### src/rtl/sram_ctrl_pkg.sv
// Shared types and default widths for the ITCM SRAM controller and its 1RW macro model.
package sram_ctrl_pkg;

   localparam int AW_DEF      = 32;
   localparam int DW_DEF      = 32;
   localparam int DEPTH_W_DEF = 14;

   typedef enum logic [1:0] {
      ST_IDLE = 2'd0,
      ST_RSP  = 2'd1,
      ST_HOLD = 2'd2
   } state_t;

endpackage

### src/rtl/sram_ctrl.sv
// Single-port SRAM controller: one rsp per accepted cmd, 1 cycle after accept, back-to-back capable.
// A response stalled by rsp_rdy=0 is parked in hold_q (HOLD) so the macro output may move on.
module sram_ctrl
   import sram_ctrl_pkg::*;
#(
   parameter int AW      = AW_DEF,
   parameter int DW      = DW_DEF,
   parameter int DEPTH_W = DEPTH_W_DEF
) (
   input  logic               clk,
   input  logic               rst,
   input  logic               cmd_vld,
   output logic               cmd_rdy,
   input  logic [AW-1:0]      cmd_addr,
   input  logic               cmd_read,
   input  logic [DW-1:0]      cmd_wdata,
   input  logic [DW/8-1:0]    cmd_wmask,
   output logic               rsp_vld,
   input  logic               rsp_rdy,
   output logic               rsp_err,
   output logic [DW-1:0]      rsp_rdata,
   output logic               ram_cs,
   output logic               ram_we,
   output logic [DEPTH_W-1:0] ram_addr,
   output logic [DW-1:0]      ram_wdata,
   output logic [DW/8-1:0]    ram_wem,
   input  logic [DW-1:0]      ram_dout
);

   state_t        state;
   logic          is_read_q;
   logic          err_q;
   logic [DW-1:0] hold_q;
   logic [DW-1:0] rdata_c;
   logic          err_c;
   logic          accept;
   logic          unused_addr_lsb;

   assign unused_addr_lsb = ^cmd_addr[1:0];

   assign err_c   = |cmd_addr[AW-1:DEPTH_W+2];
   assign cmd_rdy = (state == ST_IDLE) | ((state == ST_RSP) & rsp_rdy);
   // Gating with rst keeps the macro quiet for the whole reset window, not just after the edge.
   assign accept  = cmd_vld & cmd_rdy & ~rst;

   assign ram_cs    = accept & ~err_c;
   assign ram_we    = ~cmd_read;
   assign ram_wem   = cmd_read ? '0 : cmd_wmask;
   assign ram_addr  = cmd_addr[DEPTH_W+1:2];
   assign ram_wdata = cmd_wdata;

   always_comb begin
      rdata_c = '0;
      case (state)
         ST_RSP:  if (is_read_q && !err_q) rdata_c = ram_dout;
         ST_HOLD: rdata_c = hold_q;
         default: rdata_c = '0;
      endcase
   end

   assign rsp_vld   = (state != ST_IDLE);
   assign rsp_err   = rsp_vld & err_q;
   assign rsp_rdata = rdata_c;

   always_ff @(posedge clk or posedge rst) begin
      if (rst) begin
         state     <= ST_IDLE;
         is_read_q <= 1'b0;
         err_q     <= 1'b0;
         hold_q    <= '0;
      end else begin
         case (state)
            ST_IDLE: begin
               if (accept) begin
                  state     <= ST_RSP;
                  is_read_q <= cmd_read;
                  err_q     <= err_c;
               end
            end
            ST_RSP: begin
               if (rsp_rdy) begin
                  if (accept) begin
                     is_read_q <= cmd_read;
                     err_q     <= err_c;
                  end else begin
                     state <= ST_IDLE;
                  end
               end else begin
                  hold_q <= rdata_c;
                  state  <= ST_HOLD;
               end
            end
            ST_HOLD: begin
               if (rsp_rdy) state <= ST_IDLE;
            end
            default: state <= ST_IDLE;
         endcase
      end
   end

endmodule

### config.mk
export PLATFORM = sky130hd
export DESIGN_NAME = sram_ctrl
export DESIGN_NICKNAME = d
export VERILOG_FILES = /design/src/rtl/sram_ctrl_pkg.sv /design/src/rtl/sram_ctrl.sv
export SDC_FILE = /design/constraint.sdc
export NUM_CORES = 1
export LEC_CHECK = 0
export ABC_CLOCK_PERIOD_IN_PS = 1700
export BUFFER_PORTS_ARGS = -buffer_cell sky130_fd_sc_hd__clkbuf_2
export CAP_MARGIN = 25
export CORE_AREA = 3 3 89 91
export DETAILED_ROUTE_END_ITERATION = 8
export DIE_AREA = 0 0 92 94
export HOLD_SLACK_MARGIN = 0.02
export PLACE_DENSITY = 0.71
export SLEW_MARGIN = 30
export SYNTH_ARGS = -nofsm -noshare
export SYNTH_HDL_FRONTEND = slang
export SYNTH_SLANG_ARGS = --single-unit
### constraint.sdc
create_clock -name clk -period 1.7 [get_ports clk]
set_input_delay 0.085 -clock clk [delete_from_list [all_inputs] [get_ports clk]]
set_output_delay 0.085 -clock clk [all_outputs]
set_load 0.02 [all_outputs]
==> impl_metrics.json <==
{
  "rsz0062_at_grt": "yes",
  "postSynthCellCount": 285,
  "placed_area_um2": 2790,
  "power_frac_seq_pct": 28.9,
  "slew_violations": 0,
  "fp-row-count": 31,
  "r2r_slack_ps": 30,
  "finalPower_w": 0.003431,
  "slowest_stage": "dfrtp_1",
  "core_um2": 7214,
  "ctsHtreeMaxLevel": 2,
  "grt_pass1_wl_um": 11270,
  "final_util_pct": 48.56,
  "cp_top_family": "buffers and inverters",
  "io_pins": 192,
  "diodes": 0,
  "powerDensity_nw_per_um2": 979.2,
  "hold_path_class": "in2reg",
  "clk_pin_slew_worst_paths_ps": 80,
  "reg2reg_depth": 6,
  "yosysUniqueCellTypes": 29,
  "dr.pass1.iters": 4,
  "cts_tree": "done",
  "grt_pass1_vias": 2379,
  "slowest_delay_ps": 410,
  "instances_no_fill": 449,
  "crit_buf_inv": 4,
  "path_class": "reg2out",
  "worst_slack_ps": -165.0,
  "path_cells": "inv_2 -> ha_4 -> and3b_2 -> buf_6 -> buf_12 -> nand2_4 -> a21boi_4 -> buf_6",
  "grt_overflow": 0,
  "violations": "setup timing",
  "dieHeight_um": 94,
  "hold_end": "hold_q[23]$_DFFE_PP0P_",
  "avgSynthCellArea_um2": 8.780,
  "drv_cap": 0,
  "ys_seq_area_share_pct": 36.00,
  "grt_usage_pct": 16.30,
  "final_cell_area_um2": 3503,
  "drc": 0,
  "finalClockSkew_ps": 13.05,
  "cts_buffer_depth": 2,
  "netlist_area_um2": 2502,
  "p_int_w": 0.002164,
  "syn-num-nets": 394,
  "cts.sinks": 36,
  "crit_fanout": 8,
  "min_path_cells": 2,
  "port_buffers": 97,
  "clockPowerShare_pct": 17.8,
  "fin_crit_ps": 1865,
  "cp.arrival_ps": 1780,
  "finalSetupViolations": 32,
  "yosysWarnings": 0,
  "holdCritStartpoint": "ram_dout[23]",
  "critPathRequiredTime_ps": 1620,
  "finalNetCount": 458,
  "slew_headroom_pct": 67.88,
  "p_comb_share_pct": 53.3,
  "drtAntennaViolNets": 0,
  "reg2reg_from": "state[1]$_DFFE_PP0P_",
  "min_period_over_period_pct": 109.7,
  "gp_congestion": 0.7490,
  "p_leak_nw": 1.610,
  "start_kind": "flop",
  "num_vias": 2312,
  "whs_ps": 47.27,
  "drtIter0Drc": 116,
  "syn2layout_area_growth_pct": 40.00,
  "r2r_end": "state[0]$_DFFE_PP0P_",
  "viasPerCell": 5.149,
  "drt-total-wl_um": 7301,
  "initial_core_util_pct": 34.69,
  "p_switching_w": 0.001267,
  "clk_latency_ps": 290,
  "drive_gt1_share_pct": 56.29,
  "fp.dieW_um": 92,
  "dp_hpwl_um": 4617,
  "dieArea_um2": 8648,
  "max_freq_mhz": 536.2,
  "cp_common_cell": "buf_6",
  "cts_root_buf": "clkbuf_8",
  "hold_violations": 0,
  "switching_share_pct": 36.92,
  "ys_ff_latch": 36,
  "antenna_found_initial": 0,
  "worst_ir_drop_vdd_mv": 0.7564,
  "numCtsBuffers": 5,
  "wl_per_cell_um": 16.26,
  "endpoint_kind": "output pin",
  "grt_max_degree": 37,
  "status": "finished with violations",
  "place.detailed.instances": 429,
  "worstMarginPinSlew_ps": 481.8
}
==> state kept, by name, indices dropped and copies added, names as in the netlist <==
register	flops
is_read_q	1
err_q	1
hold_q	32
state	2
==> cell families (layout without fill, tap and decap cells) <==
kind of cell               count (synthesis)  count (layout)  share of synthesized area [%]
and+or+nand+nor                           87              87                          18.80
AOI/OAI and AO/OA                         82              82                          22.40
buffers and inverters                     72             137                          19.05
DFF                                       36              36                          36.00
adders and majority gates                  4               4                          2.000
muxes                                      4               4                          1.750
==> final cells by class <==
class,instances,area [µm²]
clock buffer,5,68.82
clock inverter,3,18.77
fill,690,3711
inverter,6,22.52
multi-input combinational,177,1399
sequential,36,902.1
tap,99,123.9
timing repair buffer,123,968.4
==> placed cells by master (no fill, tap or decap), types with 2 or more instances in the layout <==
cell / n
nor2b_1: 13
and3_1: 16
nor2b_2: 5
nand2_1: 22
ha_4: 3
clkinv_2: 2
nand2_4: 2
nand2b_1: 3
o21ai_1: 6
buf_6: 20
nor4_1: 4
a22oi_2: 16
inv_2: 2
a21oi_1: 17
clkbuf_2: 64
a21boi_2: 14
buf_12: 5
buf_4: 26
o21ai_0: 10
inv_1: 4
nor2b_4: 4
dfrtp_1: 35
nand2_2: 13
mux2_2: 2
clkbuf_8: 5
a22o_1: 16
buf_8: 4
==> timing repair <==
action                                  in CTS  in global routing
endpoints found under the hold margin       36                  0
gates cloned                                 3                  1
resized for setup                           63                110
hold buffers                                 1                  0
endpoints found under the setup margin      49                 39
pin swaps                                   16                 20
setup buffers                                6                  2
==> routing by layer <==
metal  wire length, µm  GRT usage, %  up-vias
li1                  -             -     1075
met1              3029         20.08     1126
met2              3763         27.98       93
met3               400         3.365       18
met4               106         6.312        0
met5                 0             0        -
==> synth_stat cells <==
cell type	count	area, µm²
and3_1	16	100.1
nand2_1	37	138.9
a22oi_1	16	120.1
mux2i_1	1	10.01
a22o_1	16	140.1
mux2_1	1	11.26
dfrtp_1	36	900.9
a21oi_1	17	85.08
mux2_2	2	22.52
ha_1	4	50.05
buf_8	1	15.01
buf_6	1	11.26
a21boi_1	14	105.1
nor3b_1	1	7.510
nor2b_4	1	13.76
buf_4	48	360.4
o21ai_1	6	30.03
inv_1	6	22.52
and4b_1	2	20.02
a221oi_2	1	15.01
and3b_1	1	8.760
nand4_1	1	6.260
clkbuf_1	10	37.54
nor2b_1	21	131.4
a21boi_0	2	15.01
buf_2	6	30.03
nand2b_1	3	18.77
nor4_1	4	25.02
o21ai_0	10	50.05
==> power groups by stage <==
stage	Combinational, W	Clock [W]	Sequential (W)
floorplan	0.000994	0	0.000974
global placement	0.00130	0	0.000983
detailed placement	0.00132	0	0.000992
CTS	0.00151	0.000639	0.000983
global route	0.00196	0.000669	0.000998
finish	0.00183	0.000611	0.000990
==> through the flow <==
| stage | TNS (ps) | setup slack (ps) |
|---|---|---|
| after floorplan | 0 | 29.27 |
| after global placement | -884.7 | -56.86 |
| after detailed placement | -3073 | -179.5 |
| after CTS | -6375 | -218.3 |
| after global routing | -6500 | -237.5 |
| final | -4254 | -165.0 |
==> worst max path at each step <==
| stage | start | to | depth (start not counted) |
|---|---|---|---|
| 6_report | state[1]$_DFFE_PP0P_ | rsp_rdata[11] | 8 |
| 5_1_grt | state[1]$_DFFE_PP0P_ | rsp_rdata[11] | 8 |
| 4_1_cts | state[1]$_DFFE_PP0P_ | rsp_rdata[9] | 8 |
| 3_5_place_dp | state[1]$_DFFE_PP0P_ | hold_q[20]$_DFFE_PP0P_ | 5 |
| 3_3_place_gp | state[1]$_DFFE_PP0P_ | hold_q[21]$_DFFE_PP0P_ | 5 |
| 2_1_floorplan | state[0]$_DFFE_PP0P_ | rsp_rdata[10] | 5 |
(Power assumes the default switching activity.)
